--- src/rtl/mem_arbiter_if.sv ---
`default_nettype none
// ============================================================================
// Module   : mem_arbiter_if
// Brief    : CPU/DMA request ports and main-memory port of the memory arbiter.
// Revision : 1.0
// ============================================================================
interface mem_arbiter_if #(
  parameter int ADDR_W = 13,
  parameter int DATA_W = 18
) ();
  logic              cpu_req;
  logic              cpu_we;
  logic [ADDR_W-1:0] cpu_addr;
  logic [DATA_W-1:0] cpu_wdata;
  logic              cpu_gnt;
  logic              cpu_rvalid;
  logic [DATA_W-1:0] cpu_rdata;

  logic              dma_req;
  logic              dma_we;
  logic [ADDR_W-1:0] dma_addr;
  logic [DATA_W-1:0] dma_wdata;
  logic              dma_gnt;
  logic              dma_rvalid;
  logic [DATA_W-1:0] dma_rdata;

  logic              mem_en;
  logic              mem_we;
  logic [ADDR_W-1:0] mem_addr;
  logic [DATA_W-1:0] mem_wdata;
  logic [DATA_W-1:0] mem_rdata;

  // Arbiter side
  modport slave (
    input  cpu_req, cpu_we, cpu_addr, cpu_wdata,
    output cpu_gnt, cpu_rvalid, cpu_rdata,
    input  dma_req, dma_we, dma_addr, dma_wdata,
    output dma_gnt, dma_rvalid, dma_rdata,
    output mem_en, mem_we, mem_addr, mem_wdata,
    input  mem_rdata
  );

  // Requesters and memory side
  modport master (
    output cpu_req, cpu_we, cpu_addr, cpu_wdata,
    input  cpu_gnt, cpu_rvalid, cpu_rdata,
    output dma_req, dma_we, dma_addr, dma_wdata,
    input  dma_gnt, dma_rvalid, dma_rdata,
    input  mem_en, mem_we, mem_addr, mem_wdata,
    output mem_rdata
  );
endinterface
`default_nettype wire

--- src/rtl/mem_arbiter.sv ---
`default_nettype none
// ============================================================================
// Module   : mem_arbiter
// Brief    : Two-port round-robin arbiter sharing single-port main memory
//            between the CPU control path and the DMA/loader port.
// Revision : 1.0
// ============================================================================
module mem_arbiter #(
  parameter int ADDR_W = 13,
  parameter int DATA_W = 18
) (
  input  logic          clk,
  input  logic          reset,
  mem_arbiter_if.slave  bus
);

  typedef enum logic [1:0] {
    IDLE  = 2'd0,
    ISSUE = 2'd1,
    RESP  = 2'd2
  } state_t;

  state_t            r_state,     w_nextState;
  logic              r_ownerDma,  w_ownerDma;
  logic              r_lastDma,   w_lastDma;
  logic              r_memEn,     w_memEn;
  logic              r_memWe,     w_memWe;
  logic [ADDR_W-1:0] r_memAddr,   w_memAddr;
  logic [DATA_W-1:0] r_memWdata,  w_memWdata;
  logic              r_cpuGnt,    w_cpuGnt;
  logic              r_dmaGnt,    w_dmaGnt;
  logic              r_cpuRvalid, w_cpuRvalid;
  logic              r_dmaRvalid, w_dmaRvalid;
  logic [DATA_W-1:0] r_cpuRdata,  w_cpuRdata;
  logic [DATA_W-1:0] r_dmaRdata,  w_dmaRdata;
  logic              w_pickDma;

  // DMA wins when alone, or on a tie when the CPU was granted last
  assign w_pickDma = bus.dma_req & (~bus.cpu_req | ~r_lastDma);

  always_comb begin
    w_nextState = r_state;
    w_ownerDma  = r_ownerDma;
    w_lastDma   = r_lastDma;
    w_memEn     = 1'b0;
    w_memWe     = r_memWe;
    w_memAddr   = r_memAddr;
    w_memWdata  = r_memWdata;
    w_cpuGnt    = 1'b0;
    w_dmaGnt    = 1'b0;
    w_cpuRvalid = 1'b0;
    w_dmaRvalid = 1'b0;
    w_cpuRdata  = r_cpuRdata;
    w_dmaRdata  = r_dmaRdata;
    case (r_state)
      IDLE: begin
        if (bus.cpu_req || bus.dma_req) begin
          w_ownerDma  = w_pickDma;
          w_lastDma   = w_pickDma;
          w_memEn     = 1'b1;
          w_memWe     = w_pickDma ? bus.dma_we    : bus.cpu_we;
          w_memAddr   = w_pickDma ? bus.dma_addr  : bus.cpu_addr;
          w_memWdata  = w_pickDma ? bus.dma_wdata : bus.cpu_wdata;
          w_dmaGnt    = w_pickDma;
          w_cpuGnt    = ~w_pickDma;
          w_nextState = ISSUE;
        end
      end
      ISSUE: begin
        w_nextState = r_memWe ? IDLE : RESP;
      end
      RESP: begin
        if (r_ownerDma) begin
          w_dmaRdata  = bus.mem_rdata;
          w_dmaRvalid = 1'b1;
        end else begin
          w_cpuRdata  = bus.mem_rdata;
          w_cpuRvalid = 1'b1;
        end
        w_nextState = IDLE;
      end
      default: w_nextState = IDLE;
    endcase
  end

  always_ff @(posedge clk) begin
    if (reset) begin
      r_state     <= IDLE;
      r_ownerDma  <= 1'b0;
      r_lastDma   <= 1'b1;
      r_memEn     <= 1'b0;
      r_memWe     <= 1'b0;
      r_memAddr   <= '0;
      r_memWdata  <= '0;
      r_cpuGnt    <= 1'b0;
      r_dmaGnt    <= 1'b0;
      r_cpuRvalid <= 1'b0;
      r_dmaRvalid <= 1'b0;
      r_cpuRdata  <= '0;
      r_dmaRdata  <= '0;
    end else begin
      r_state     <= w_nextState;
      r_ownerDma  <= w_ownerDma;
      r_lastDma   <= w_lastDma;
      r_memEn     <= w_memEn;
      r_memWe     <= w_memWe;
      r_memAddr   <= w_memAddr;
      r_memWdata  <= w_memWdata;
      r_cpuGnt    <= w_cpuGnt;
      r_dmaGnt    <= w_dmaGnt;
      r_cpuRvalid <= w_cpuRvalid;
      r_dmaRvalid <= w_dmaRvalid;
      r_cpuRdata  <= w_cpuRdata;
      r_dmaRdata  <= w_dmaRdata;
    end
  end

  assign bus.cpu_gnt    = r_cpuGnt;
  assign bus.cpu_rvalid = r_cpuRvalid;
  assign bus.cpu_rdata  = r_cpuRdata;
  assign bus.dma_gnt    = r_dmaGnt;
  assign bus.dma_rvalid = r_dmaRvalid;
  assign bus.dma_rdata  = r_dmaRdata;
  assign bus.mem_en     = r_memEn;
  assign bus.mem_we     = r_memWe;
  assign bus.mem_addr   = r_memAddr;
  assign bus.mem_wdata  = r_memWdata;

endmodule
`default_nettype wire

--- src/flat_wrapper.sv ---
// flat-port wrapper written by rule: the top's interface ports become plain ports
module mem_arbiter_flat 
#(
  parameter int ADDR_W = 13,
  parameter int DATA_W = 18
)
  (clk, reset, bus_cpu_req, bus_cpu_we, bus_cpu_addr, bus_cpu_wdata, bus_cpu_gnt, bus_cpu_rvalid, bus_cpu_rdata, bus_dma_req, bus_dma_we, bus_dma_addr, bus_dma_wdata, bus_dma_gnt, bus_dma_rvalid, bus_dma_rdata, bus_mem_en, bus_mem_we, bus_mem_addr, bus_mem_wdata, bus_mem_rdata);
  mem_arbiter_if #(.ADDR_W(ADDR_W), .DATA_W(DATA_W)) bus_i ();
  input  logic clk;
  input  logic reset;
  input wire logic [$bits(bus_i.cpu_req)-1:0] bus_cpu_req;
  input wire logic [$bits(bus_i.cpu_we)-1:0] bus_cpu_we;
  input wire logic [$bits(bus_i.cpu_addr)-1:0] bus_cpu_addr;
  input wire logic [$bits(bus_i.cpu_wdata)-1:0] bus_cpu_wdata;
  output wire logic [$bits(bus_i.cpu_gnt)-1:0] bus_cpu_gnt;
  output wire logic [$bits(bus_i.cpu_rvalid)-1:0] bus_cpu_rvalid;
  output wire logic [$bits(bus_i.cpu_rdata)-1:0] bus_cpu_rdata;
  input wire logic [$bits(bus_i.dma_req)-1:0] bus_dma_req;
  input wire logic [$bits(bus_i.dma_we)-1:0] bus_dma_we;
  input wire logic [$bits(bus_i.dma_addr)-1:0] bus_dma_addr;
  input wire logic [$bits(bus_i.dma_wdata)-1:0] bus_dma_wdata;
  output wire logic [$bits(bus_i.dma_gnt)-1:0] bus_dma_gnt;
  output wire logic [$bits(bus_i.dma_rvalid)-1:0] bus_dma_rvalid;
  output wire logic [$bits(bus_i.dma_rdata)-1:0] bus_dma_rdata;
  output wire logic [$bits(bus_i.mem_en)-1:0] bus_mem_en;
  output wire logic [$bits(bus_i.mem_we)-1:0] bus_mem_we;
  output wire logic [$bits(bus_i.mem_addr)-1:0] bus_mem_addr;
  output wire logic [$bits(bus_i.mem_wdata)-1:0] bus_mem_wdata;
  input wire logic [$bits(bus_i.mem_rdata)-1:0] bus_mem_rdata;
  assign bus_i.cpu_req = bus_cpu_req;
  assign bus_i.cpu_we = bus_cpu_we;
  assign bus_i.cpu_addr = bus_cpu_addr;
  assign bus_i.cpu_wdata = bus_cpu_wdata;
  assign bus_cpu_gnt = bus_i.cpu_gnt;
  assign bus_cpu_rvalid = bus_i.cpu_rvalid;
  assign bus_cpu_rdata = bus_i.cpu_rdata;
  assign bus_i.dma_req = bus_dma_req;
  assign bus_i.dma_we = bus_dma_we;
  assign bus_i.dma_addr = bus_dma_addr;
  assign bus_i.dma_wdata = bus_dma_wdata;
  assign bus_dma_gnt = bus_i.dma_gnt;
  assign bus_dma_rvalid = bus_i.dma_rvalid;
  assign bus_dma_rdata = bus_i.dma_rdata;
  assign bus_mem_en = bus_i.mem_en;
  assign bus_mem_we = bus_i.mem_we;
  assign bus_mem_addr = bus_i.mem_addr;
  assign bus_mem_wdata = bus_i.mem_wdata;
  assign bus_i.mem_rdata = bus_mem_rdata;
  mem_arbiter #(.ADDR_W(ADDR_W), .DATA_W(DATA_W)) u_core (.clk(clk), .reset(reset), .bus(bus_i));
endmodule
--- config.mk ---
export PLATFORM = sky130hd
export DESIGN_NAME = mem_arbiter_flat
export DESIGN_NICKNAME = d
export VERILOG_FILES = /design/src/rtl/mem_arbiter_if.sv /design/src/rtl/mem_arbiter.sv /design/src/flat_wrapper.sv
export SDC_FILE = /design/constraint.sdc
export NUM_CORES = 1
export LEC_CHECK = 0
export ABC_AREA = 1
export CAP_MARGIN = 20
export CORE_UTILIZATION = 42
export CTS_CLUSTER_DIAMETER = 150
export DETAILED_ROUTE_END_ITERATION = 12
export PLACE_DENSITY = 0.92
export SLEW_MARGIN = 40
export SYNTH_ARGS = -nofsm -noshare
export SYNTH_HDL_FRONTEND = slang
export SYNTH_SLANG_ARGS = --single-unit
--- constraint.sdc ---
create_clock -name clk -period 1.3 [get_ports clk]
set_input_delay 0.26 -clock clk [delete_from_list [all_inputs] [get_ports clk]]
set_output_delay 0.26 -clock clk [all_outputs]
set_load 0.02 [all_outputs]
==> flow_metrics.tcl <==
set metrics [dict create \
    cts_buffers 9 \
    vias_per_cell 4.89 \
    netlist_instances 541 \
    nets 777 \
    synth_top_area_share_pct 43.0 \
    ir_drop_v 0.000536 \
    drt_pass1_iterations 4 \
    cp.required_ps 1040 \
    grt_pass1_wl_um 15600 \
    path_cells "clkdlybuf4s15_1" \
    slew_viol_final 0 \
    slowest_delay_ps 340 \
    design.core.area_um2 8220 \
    dieWidth_um 94.4 \
    crit_buf_inv 1 \
    first_global_vias 3577 \
    r2r_start "u_core.r_state[0]" \
    detailedRoute.firstIterationViolations 117 \
    clockBufferDepth 2 \
    drv_cap 0 \
    met2_length_um 4880 \
    yosysWarnings 0 \
    cp_top_family "flip-flops" \
    drive_gt1_share_pct 12.5 \
    cp-end-kind "output port" \
    synth_nets 627 \
    ant_nets 0 \
    relSlewSlack_pct 81.3 \
    globalplace.congestion 0.759 \
    cts_root_buf "clkbuf_8" \
    cts.sinks 77 \
    fmax_mhz 786 \
    wl_per_cell_um 12.4 \
    cts_max_level 3 \
    die-height_um 94.4 \
    fin_crit_sh_pct 97.8 \
    hold_path_end "u_core.bus.dma_gnt" \
    clk_latency_ps 350 \
    routed_wl_um 9900 \
    dieArea_um2 8910 \
    hold_violations 0 \
    dpl.hpwl_um 7030 \
    m1WireLength_um 3810 \
    setup_viol 0 \
    synth_area_leaders "dfxtp_1 (43%), nand2_1 (16%), nor2_1 (11%)" \
    n_antenna_cell 0 \
    timing.reg2reg.setup_slack_ps 100 \
    syn_avg_cell_area_um2 6.62 \
    final_util_pct 65.8 \
    antenna_found_initial 0 \
    synthToLayoutAreaGrowth_pct 50.9 \
    power_density_nw_per_um2 1220 \
    yosysSeqAreaShare_pct 43.0 \
    cts_tree "built" \
    cp-start-kind "flip-flop" \
    arrival_ps 1010 \
    postCtsHoldBufs 0 \
    grt_usage_pct 22.5 \
    rows 33 \
    wl_met3_um 1020 \
    r2r-end "u_core.bus.mem_we" \
    worstHoldStart "bus_dma_req" \
    worst_pin_slew_ps 281 \
    whs_path_depth 5 \
    vias 3917 \
    clk_pin_slew_ps 80 \
    highest_layer "met4" \
    overflow 0 \
    rsz0062_at_grt "no" \
    rr_worst_depth 7 \
    io_pins 159 \
    hp-class "in2reg" \
    ys_types 21 \
    min_period_ps 1270 \
    p_leak_nw 2.55 \
    finalWorstSetupSlack_ps 28.2 \
    path_depth 1 \
    status "finished clean" \
    slowest_stage "dfxtp_1" \
    syn_area_um2 3580 \
    place_ws_ps -279 \
    start_util_pct 43.6 \
    path_max_fanout 2 \
    synth_seq_cells 77 \
    tns_ps 0 \
    fin_worst_skew_ps 6.42 \
    multi_input_area_um2 1660 \
    drc_errors 0 \
    crit_type "reg2out" \
    regArea_um2 1540 \
    synth_top_cell_by_area "dfxtp_1" \
    portBuffers 158 \
    grt_max_degree 65 \
    fillCellCount 716 \
]
## synthesized netlist by cell type
library cell,count
nor2_2,1
clkbuf_1,9
buf_4,4
nor3_1,1
nand2_1,155
a21oi_1,20
a21boi_1,12
nand3b_2,1
nor4_1,1
nor2_1,107
dfxtp_1,77
nand3_1,33
buf_1,1
inv_1,53
clkinv_1,1
a21boi_0,20
nand2_2,2
buf_2,23
inv_2,1
nand3_2,1
nand4_1,18
## metal layers
layer	global-route usage [%]	vias to the layer above
li1	-	1975
met1	23.5	1749
met2	40.8	178
met3	7.17	15
met4	10.5	0
met5	0	-
## tightest hold or removal path, stage by stage
cell and delay (ps):
buf_2 130, inv_1 80, a21oi_1 60, nand2_1 100, nor2_1 50
## final cells by class
type / count / share of cell area (%)
multi-input cells: 372 / 30.7
flip-flops and latches: 77 / 28.5
inverters: 55 / 3.82
repair buffers: 176 / 29.5
clock inverters: 7 / 2.68
well taps: 105 / 2.43
clock buffers: 9 / 2.29
## where the power goes
part	internal, W	switching (W)
logic	0.000698	0.000868
registers	0.00254	0.0000982
clock network	0.00149	0.000925
## logic make-up (layout without fill, tap and decap cells)
logic type             after synthesis  in the layout  synth area share [%]
AO/OA/AOI/OAI                       52             52                  9.50
buffers and inverters               92            247                  10.9
flip-flops                          77             77                  43.0
AND/OR/NAND/NOR                    320            320                  36.6
## sequential cells by signal, summed over array words and instances, names as in the netlist
register and count:
u_core.r_ownerDma 1, u_core.bus.mem_we 1, u_core.bus.cpu_rdata 18, u_core.bus.dma_gnt 1
u_core.bus.dma_rvalid 1, u_core.bus.mem_wdata 18, u_core.bus.dma_rdata 18, u_core.bus.cpu_rvalid 1
u_core.bus.mem_addr 13, u_core.r_state 2, u_core.bus.mem_en 1, u_core.bus.cpu_gnt 1
u_core.r_lastDma 1
## timing repair
item	4_1_cts	5_1_grt
pin swaps	0	0
setup buffers	0	0
gates resized for setup	126	67
setup endpoints to repair	73	76
## placed cells by master (no fill, tap or decap), drive strengths merged
cell           Yosys  routed
clkinv             1       2
clkbuf             9      48
nand2            157     157
a21boi            32      32
buf               28      19
nand3             34      34
nor4               1       1
a21oi             20      20
nor2             108     108
nand3b             1       1
nor3               1       1
bufinv             0       4
inv               54      56
clkdlybuf4s15      0      32
dfxtp             77      77
dlygate4sd2        0       2
nand4             18      18
clkdlybuf4s50      0      84
## worst max-delay path by stage
stage | slack (ps) | start | endpoint
2_1_floorplan | 240 | u_core.r_state[1] | u_core.bus.mem_addr[1]
3_3_place_gp | -260 | bus_cpu_req | u_core.bus.mem_we
3_5_place_dp | -280 | bus_cpu_req | u_core.bus.mem_addr[0]
4_1_cts | 0.3 | u_core.bus.mem_addr[1] | bus_mem_addr[1]
5_1_grt | 0.6 | u_core.bus.mem_addr[11] | bus_mem_addr[11]
6_report | 30 | u_core.bus.mem_addr[11] | bus_mem_addr[11]
## through the flow
| step | cells | power [W] | cell area (um^2) | hold slack, ps |
|---|---|---|---|---|
| after floorplan | 541 | 0.00356 | 3580 | 395 |
| after global placement | 785 | 0.00432 | 5320 | 449 |
| after detailed placement | 785 | 0.00437 | 5320 | 456 |
| after CTS | 801 | 0.00671 | 5560 | 341 |
| after global routing | 801 | 0.00695 | 5410 | 400 |
| final | 801 | 0.00661 | 5410 | 360 |
(Power assumes the default switching activity.)
